## src/rtl/mac_accumulator.sv

```systemverilog
// Accumulation stage of the 16-bit MAC: sums a burst of LEN products into a
// 24-bit register under valid/ready. Optional saturation: define MAC_ACC_SAT_EN.

module adder_24bit #(
  parameter int WIDTH = 24
) (
  input  logic [WIDTH-1:0] a,
  input  logic [WIDTH-1:0] b,
  input  logic             cin,
  output logic [WIDTH-1:0] sum,
  output logic             co
);
  assign {co, sum} = {1'b0, a} + {1'b0, b} + {{WIDTH{1'b0}}, cin};
endmodule

module mac_accumulator #(
  parameter int PROD_W = 16,
  parameter int ACC_W  = 24,
  parameter int LEN_W  = 8
) (
  input  logic              clk,
  input  logic              rst_n,
  input  logic              start,
  input  logic [LEN_W-1:0]  len,
  input  logic              in_valid,
  output logic              in_ready,
  input  logic [PROD_W-1:0] product,
  output logic [ACC_W-1:0]  acc_out,
  output logic              out_valid,
  input  logic              out_ready,
  output logic              overflow,
  output logic              busy
);
  typedef enum logic [1:0] {IDLE, ACCUM, DONE} state_t;

  state_t             state, state_nxt;
  logic [LEN_W-1:0]   count;
  logic [ACC_W-1:0]   add_sum;
  logic [ACC_W-1:0]   acc_nxt;
  logic               add_co;
  logic               hs;

  adder_24bit #(.WIDTH(ACC_W)) u_add (
    .a   (acc_out),
    .b   ({{(ACC_W-PROD_W){1'b0}}, product}),
    .cin (1'b0),
    .sum (add_sum),
    .co  (add_co)
  );

`ifdef MAC_ACC_SAT_EN
  // Once pinned at all-ones, any further non-zero add carries out again.
  assign acc_nxt = add_co ? {ACC_W{1'b1}} : add_sum;
`else
  assign acc_nxt = add_sum;
`endif

  assign hs = in_valid & in_ready;

  always_ff @(posedge clk or negedge rst_n) begin
    if (!rst_n) state <= IDLE;
    else        state <= state_nxt;
  end

  always_comb begin
    state_nxt = state;
    in_ready  = 1'b0;
    out_valid = 1'b0;
    busy      = (state != IDLE);
    case (state)
      IDLE:  if (start) state_nxt = (len != '0) ? ACCUM : DONE;
      ACCUM: begin
        in_ready = 1'b1;
        if (in_valid && count == LEN_W'(1)) state_nxt = DONE;
      end
      DONE: begin
        out_valid = 1'b1;
        if (out_ready) state_nxt = IDLE;
      end
      default: state_nxt = IDLE;
    endcase
  end

  always_ff @(posedge clk or negedge rst_n) begin
    if (!rst_n) begin
      acc_out  <= '0;
      count    <= '0;
      overflow <= 1'b0;
    end else begin
      case (state)
        IDLE: if (start) begin
          acc_out  <= '0;
          overflow <= 1'b0;
          if (len != '0) count <= len;
        end
        ACCUM: if (hs) begin
          acc_out  <= acc_nxt;
          overflow <= overflow | add_co;
          count    <= count - LEN_W'(1);
        end
        default: ;
      endcase
    end
  end
endmodule

```

## config.mk

```make
export PLATFORM = sky130hd
export DESIGN_NAME = mac_accumulator
export DESIGN_NICKNAME = d
export VERILOG_FILES = /design/src/rtl/mac_accumulator.sv
export SDC_FILE = /design/constraint.sdc
export NUM_CORES = 1
export LEC_CHECK = 0
export BUFFER_PORTS_ARGS = -buffer_cell sky130_fd_sc_hd__buf_4
export CAP_MARGIN = 20
export CORE_UTILIZATION = 59
export CTS_CLUSTER_SIZE = 10
export DETAILED_ROUTE_END_ITERATION = 12
export PLACE_DENSITY_LB_ADDON = 0.2
export SLEW_MARGIN = 10
export SYNTH_ARGS = -nofsm -noshare
export SYNTH_HDL_FRONTEND = slang
export SYNTH_SLANG_ARGS = --single-unit
```

## constraint.sdc

```tcl
create_clock -name clk -period 4.5 [get_ports clk]
set_input_delay 0.45 -clock clk [delete_from_list [all_inputs] [get_ports clk]]
set_output_delay 0.45 -clock clk [all_outputs]
set_load 0.01 [all_outputs]
```

==> results of run 1 <==
## critical path, stage by stage (launching register included)
cell	delay (ns)
dfrtp_1	0.47
nand2b_1	0.51
clkinv_2	0.23
a21oi_2	0.73
nor3_1	0.23
o2111ai_1	0.19
a21o_1	0.14
a21oi_1	0.06
## cell usage in the layout, fill, tap and decap left out, types with 3 or more instances in the layout
master,netlist,routed
a211oi_1,5,5
a21boi_0,3,3
a21o_1,5,5
a21oi_1,20,20
a22o_1,3,3
and2_1,6,6
and4_1,3,3
buf_4,1,56
clkbuf_8,0,7
dfrtp_1,35,35
ha_1,18,18
inv_1,9,9
mux2i_1,7,7
nand2_1,38,38
nand2b_1,7,7
nand3_1,5,5
nand4_1,4,4
nor2_1,20,20
nor3_1,8,8
nor4_1,4,4
o211ai_1,4,4
o21a_1,4,4
o21ai_0,37,37
xnor2_1,5,5
xor2_1,4,4
## through the flow
step	worst slack, ns	hold WS [ns]	cells	util	area, um^2
6_report	1.80	0.0984	405	0.761	3090
5_1_grt	1.55	0.137	405	0.761	3090
4_1_cts	1.83	0.122	405	0.761	3090
3_5_place_dp	1.79	0.434	397	0.735	2980
3_3_place_gp	1.90	0.428	397	0.735	2980
2_1_floorplan	2.20	0.154	299	-	2530
## path summary, 6_finish.rpt
path | from | end | slack [ns] | depth (start not counted)
max | state[0]$_DFFE_PN0P_ | acc_out[23]$_DFFE_PN0P_ | 1.80 | 7
min | rst_n | acc_out[9]$_DFFE_PN0P_ | 0.1 | 1
max reg2reg | state[0]$_DFFE_PN0P_ | acc_out[23]$_DFFE_PN0P_ | 1.80 | 7
min reg2reg | overflow$_DFFE_PN0P_ | overflow$_DFFE_PN0P_ | 0.49 | 2
max in group asynchronous | rst_n | acc_out[8]$_DFFE_PN0P_ | 4.07 | 1
min in group clk | len[0] | count[0]$_DFFE_PN0P_ | 0.42 | 3
## metal layers
layer | up-vias | GRT usage | share of wire
li1 | 1216 | - | -
met1 | 1172 | 0.369 | 0.43
met2 | 87 | 0.510 | 0.49
met3 | 9 | 0.0574 | 0.063
met4 | 0 | 0.0904 | 0.012
met5 | - | 0 | 0
## flip-flops by register name, indices dropped and copies added (netlist names)
| register | cells |
|---|---|
| count | 8 |
| overflow | 1 |
| state | 2 |
| acc_out | 24 |
## power breakdown
part | switching [mW] | internal (mW) | total, mW
Combinational | 0.587 | 0.417 | 1.00
Sequential | 0.107 | 0.422 | 0.529
Clock | 0.122 | 0.139 | 0.262
Total | 0.817 | 0.978 | 1.80
## logic make-up after synthesis
family                   synth area share
buffers and inverters              0.0291
AND/OR/NAND/NOR                     0.209
adder cells (fa/ha/maj)            0.0967
AO/OA/AOI/OAI                       0.261
XOR/XNOR                           0.0311
multiplexers                       0.0276
flip-flops                          0.346
## final cells by class
type | instances | area, um^2 | share of cell area
multi-input cells | 246 | 1590 | 0.514
repair buffers | 56 | 420 | 0.136
inverters | 10 | 38.8 | 0.0126
clock inverters | 1 | 7.51 | 0.00243
well taps | 50 | 62.6 | 0.0203
flip-flops and latches | 35 | 876 | 0.284
clock buffers | 7 | 96.3 | 0.0312
==> impl_summary.log, run 1 <==
INFO  metric status = completed
INFO  metric critPathArrivalTime = 2.85 ns
INFO  metric power.density = 582 nW/um^2
INFO  metric grt_max_degree = 36
INFO  metric cts-buffers-inserted = 5
INFO  metric grt_antenna_before_repair = 0
INFO  metric post_synth_instance_area = 2530 um^2
INFO  metric most_area_hungry_cell_type_in_the_yosys_netlist = dfrtp_1
INFO  metric start_util = 0.625
INFO  metric min_period = 2.70 ns
INFO  metric drt-wirelength-per-cell = 15.6 um
INFO  metric hold_viol_final = 0
INFO  metric number_of_synthesized_flops_with_an_enable_pin = 0
INFO  metric route.detailed.drc = 0
INFO  metric synth.top_cells.by_count = 38 x nand2_1, 37 x o21ai_0, 35 x dfrtp_1, 20 x a21oi_1, 20 x nor2_1
INFO  metric globalRouteOverflowTotal = 0
INFO  metric hp-class = input port to async pin
INFO  metric cts_post_setup_buffers_inserted = 0
INFO  metric unrepaired_setup_endpoints_after_global_routing = false
INFO  metric final-setup-viol-count = 0
INFO  metric post-layout-total-power = 1.80 mW
INFO  metric yosys_most_used_dff = dfrtp_1
INFO  metric tritoncts_num_sinks = 35
INFO  metric postRouteAntennaNets = 0
INFO  metric drt-pass1-iter-count = 4
INFO  metric worstMarginPinSlew = 0.953 ns
INFO  metric maxCapViolCount = 0
INFO  metric share_of_synthesized_flip_flops_with_an_asynchronous_set_or_reset = 1.00
INFO  metric p_leak = 1.44 nW
INFO  metric design.core.area = 4060 um^2
INFO  metric fill_cells = 318
INFO  metric finish.net_count = 402
INFO  metric design.die.area = 4560 um^2
INFO  metric vdd_drop_max = 0.346 mV
INFO  metric setup_total_negative_slack = 0 ns
INFO  metric synth_top_cells_by_area = dfrtp_1 35%, ha_1 8.9%, o21ai_0 7.3%
INFO  metric critical_path_class = register to register
INFO  metric hold_buffers = 0
INFO  metric synth_area_per_cell = 8.48 um^2
INFO  metric dp_hpwl = 4740 um
INFO  metric cts_tree = built
INFO  metric critical_path.startpoint_type = register
INFO  metric crit_path_end_kind = register
INFO  metric yosys_warnings = 0
INFO  metric route.vias.total = 2484
INFO  metric wire_length_of_the_first_global_routing_pass = 10200 um
INFO  metric post_drt_via_cell_ratio = 6.13
INFO  metric first_global_vias = 2294
INFO  metric postSynthCellCount = 299
INFO  metric totalWireLength = 6330 um
INFO  metric timing.slew.headroom = 0.361
INFO  metric num_rows = 23
INFO  metric timing.critical_path.fanout_max = 19
INFO  metric die-width = 67.5 um
INFO  metric clock_tree.htree_level_count = 2
INFO  metric worst_setup_hold_path_clk_slew = 0.07 ns
INFO  metric number_of_antenna_repair_diodes = 0
INFO  metric layout_worst_path_cycle_share = 0.600
INFO  metric post_cts_resized = 0
INFO  metric drive_gt1_frac = 0.197
INFO  metric detailedRoute.firstIterationViolations = 214
INFO  metric clk_path_buf_depth = 2
INFO  metric synth_most_common_cell = nand2_1
INFO  metric netlist-cell-type-count = 52
INFO  metric port_buffers = 56
INFO  metric synth-seq-cells = 35
INFO  metric cp.required = 4.65 ns
INFO  metric synth_top_cell_area_share = 0.346
INFO  metric boundaryPins = 57
INFO  metric areaGrowthSynthToFinish = 21.8%
INFO  metric worst_skew_pair.late_latency = 0.29 ns
INFO  metric clockRootBuffer = clkbuf_8
INFO  metric max_clock_freq = 370 MHz
INFO  metric seq_area_frac_synth = 0.346
INFO  metric gp_routability_congestion = 0.899
INFO  metric fin_worst_skew = 0.00211 ns
INFO  metric grt_use_total = 0.296
INFO  metric report.final.slew_viol_count = 0
INFO  metric die_height = 67.5 um
INFO  metric synth_fp_nets = 347
No activity file was read; power rests on OpenSTA's default activity.
==> run 2: changes to the inputs <==
--- a/config.mk
+++ b/config.mk
@@ -5,9 +5,10 @@
 export SDC_FILE = /design/constraint.sdc
 export NUM_CORES = 1
 export LEC_CHECK = 0
+export ABC_AREA = 1
 export BUFFER_PORTS_ARGS = -buffer_cell sky130_fd_sc_hd__buf_4
 export CAP_MARGIN = 20
-export CORE_UTILIZATION = 59
+export CORE_UTILIZATION = 56
 export CTS_CLUSTER_SIZE = 10
 export DETAILED_ROUTE_END_ITERATION = 12
 export PLACE_DENSITY_LB_ADDON = 0.2
==> constraint.sdc (replaced) <==
create_clock -name clk -period 2.6 [get_ports clk]
set_input_delay 0.26 -clock clk [delete_from_list [all_inputs] [get_ports clk]]
set_output_delay 0.26 -clock clk [all_outputs]
set_load 0.01 [all_outputs]
==> impl_summary.log, run 2 <==
INFO  metric status = completed
INFO  metric worst_skew_pair.late_latency = 0.30 ns
INFO  metric synth_top_cells_by_area = dfrtp_1 30%, nand2_1 19%, ha_1 7.8%
INFO  metric post_cts_resized = 0
INFO  metric synth_area_per_cell = 6.48 um^2
INFO  metric route.vias.total = 3016
INFO  metric areaGrowthSynthToFinish = 20.6%
INFO  metric seq_area_frac_synth = 0.303
INFO  metric port_buffers = 56
INFO  metric postSynthCellCount = 447
INFO  metric design.die.area = 5460 um^2
INFO  metric boundaryPins = 57
INFO  metric p_leak = 1.90 nW
INFO  metric clockRootBuffer = clkbuf_8
INFO  metric synth.top_cells.by_count = 147 x nand2_1, 56 x inv_1, 54 x nor2_1, 35 x dfrtp_1, 30 x a21oi_1
INFO  metric critPathArrivalTime = 2.25 ns
INFO  metric number_of_synthesized_flops_with_an_enable_pin = 0
INFO  metric maxCapViolCount = 0
INFO  metric power.density = 992 nW/um^2
INFO  metric clock_tree.htree_level_count = 2
INFO  metric route.layer.met1.wl = 3360 um
INFO  metric netlist-cell-type-count = 36
INFO  metric globalRouteOverflowTotal = 0
INFO  metric timing.critical_path.fanout_max = 5
INFO  metric synth_top_cell_area_share = 0.303
INFO  metric number_of_antenna_repair_diodes = 0
INFO  metric largest_register_ff_count = 24
INFO  metric design.core.area = 4850 um^2
INFO  metric cp.required = 2.83 ns
INFO  metric timing.reg2reg.worst_path_depth = 12
INFO  metric die-width = 73.9 um
INFO  metric mostFrequentLayoutCell = nand2_1
INFO  metric drt-wirelength-per-cell = 12.7 um
INFO  metric share_of_synthesized_flip_flops_with_an_asynchronous_set_or_reset = 1.00
INFO  metric num_rows = 25
INFO  metric yosys_warnings = 0
INFO  metric vdd_drop_max = 0.583 mV
INFO  metric post_synth_instance_area = 2900 um^2
INFO  metric top_layer = met4
INFO  metric critical_path_class = register to register
INFO  metric tritoncts_num_sinks = 35
INFO  metric grt_use_total = 0.284
INFO  metric hold_buffers = 1
INFO  metric hp-class = input port to register
INFO  metric unrepaired_setup_endpoints_after_global_routing = false
INFO  metric cts_tree = built
INFO  metric power_switching = 1.68 mW
INFO  metric layout_common_cells = 147 x nand2_1, 58 x buf_4, 56 x inv_1
INFO  metric synth_fp_nets = 495
INFO  metric fin_worst_skew = 0.00420 ns
INFO  metric max_clock_freq = 495 MHz
INFO  metric fill_cells = 442
INFO  metric worst_setup_hold_path_clk_slew = 0.08 ns
INFO  metric biggestRegsByFlops = acc_out x24, count x8, state x2
INFO  metric timing.slew.headroom = 0.685
INFO  metric most_area_hungry_cell_type_in_the_yosys_netlist = dfrtp_1
INFO  metric die_height = 73.9 um
INFO  metric gp_routability_congestion = 0.922
INFO  metric synth_most_common_cell = nand2_1
INFO  metric power.combinational.fraction = 0.587
INFO  metric totalWireLength = 7310 um
INFO  metric postRouteAntennaNets = 0
INFO  metric dr_wl_met2 = 3440 um
INFO  metric hold_viol_final = 0
INFO  metric critical_path.startpoint_type = register
INFO  metric setup_total_negative_slack = 0 ns
INFO  metric first_global_vias = 2601
INFO  metric route.detailed.drc = 0
INFO  metric largest_register = acc_out
INFO  metric synth-seq-cells = 35
INFO  metric intPower = 1.79 mW
INFO  metric drt-pass1-iter-count = 5
INFO  metric cts_post_setup_buffers_inserted = 0
INFO  metric start_util = 0.597
INFO  metric multiInputGateArea = 1750 um^2
INFO  metric min_period = 2.02 ns
INFO  metric pwr-share-clk = 0.149
INFO  metric post_drt_via_cell_ratio = 5.25
INFO  metric sequentialPowerShare = 0.263
INFO  metric detailedRoute.firstIterationViolations = 209
INFO  metric grt_antenna_before_repair = 0
INFO  metric dp_hpwl = 5640 um
INFO  metric worstMarginPinSlew = 0.473 ns
INFO  metric finish.net_count = 555
INFO  metric layout_worst_path_cycle_share = 0.777
INFO  metric grt_max_degree = 36
INFO  metric detailroute.wirelength.met3 = 403 um
INFO  metric finalCoreUtilization = 0.720
INFO  metric final-setup-viol-count = 0
INFO  metric hold_path_depth = 4
INFO  metric wire_length_of_the_first_global_routing_pass = 11800 um
INFO  metric crit_path_end_kind = register
INFO  metric drive_gt1_frac = 0.177
INFO  metric clk_path_buf_depth = 2
INFO  metric sw_frac_of_total = 0.484
INFO  metric cts-buffers-inserted = 5
INFO  metric yosys_most_used_dff = dfrtp_1
INFO  metric report.final.slew_viol_count = 0
INFO  metric ff_latch_area = 876 um^2
## run 2: cell types whose count changed after synthesis, moves of 5 or more
cell,before,now
a21oi_1,20,30
mux2i_1,7,0
nand3_2,0,5
o21ai_0,37,22
a21o_1,5,0
nor2_1,20,54
nand2b_1,7,0
inv_1,9,56
clkbuf_1,6,0
nand2_1,38,147
nand3_1,5,29
a211oi_1,5,0
## run 2: area by class of cell
| class | count | area share |
|---|---|---|
| multi-input cells | 346 | 0.501 |
| flip-flops and latches | 35 | 0.251 |
| repair buffers | 59 | 0.128 |
| inverters | 60 | 0.0645 |
| well taps | 67 | 0.0240 |
| clock buffers | 5 | 0.0197 |
| clock inverters | 3 | 0.0125 |
## run 2: cells by family after synthesis
logic type / share of synthesized area
compound gates: 0.120
simple gates: 0.390
flops: 0.303
buf+inv: 0.0933
fa+ha+maj: 0.0847
xor+xnor: 0.00908
## run 2: critical path, cell delays in order (launching register included)
cell,delay (ns)
dfrtp_1,0.41
ha_1,0.24
fa_1,0.42
nand2_1,0.10
nand2_1,0.07
and2_4,0.15
nand2_1,0.06
nand2_2,0.08
nand2_1,0.09
nand2_2,0.09
nand3_1,0.09
nand2_1,0.06
nor2_1,0.09
## run 2: path summary, 6_finish.rpt
| check | from | to | slack, ns |
|---|---|---|---|
| worst min-delay path | out_ready | state[1]$_DFFE_PN0P_ | 0.22 |
| max in group asynchronous | rst_n | count[4]$_DFFE_PN0P_ | 1.81 |
| min in group asynchronous | rst_n | acc_out[6]$_DFFE_PN0P_ | 0.46 |
| worst max-delay path | acc_out[0]$_DFFE_PN0P_ | acc_out[16]$_DFFE_PN0P_ | 0.58 |
| worst min register to register | count[6]$_DFFE_PN0P_ | count[6]$_DFFE_PN0P_ | 0.50 |
| worst max register to register | acc_out[0]$_DFFE_PN0P_ | acc_out[16]$_DFFE_PN0P_ | 0.58 |
## run 2: per-layer routing
layer / GRT usage / vias to the layer above
li1: - / 1544
met1: 0.393 / 1359
met2: 0.456 / 103
met3: 0.0508 / 10
met4: 0.0769 / 0
met5: 0 / -
## run 2: through the flow
stage	power (mW)	setup slack (ns)	instance area [um^2]	hold WS, ns	cells
after CTS	3.46	0.583	3490	0.219	575
final	3.47	0.580	3490	0.221	575
after detailed placement	2.92	0.631	3370	0.254	566
after global placement	2.89	0.700	3370	0.241	566
after floorplan	2.36	0.742	2900	-0.0356	447
after global routing	3.78	0.434	3490	0.239	575
## run 2: power groups by stage
stage | Clock (mW) | Sequential (mW) | Combinational [mW]
4_1_cts | 0.528 | 0.908 | 2.03
2_1_floorplan | 0 | 0.934 | 1.43
3_5_place_dp | 0 | 0.914 | 2.01
3_3_place_gp | 0 | 0.906 | 1.98
5_1_grt | 0.549 | 0.936 | 2.29
6_report | 0.518 | 0.912 | 2.04
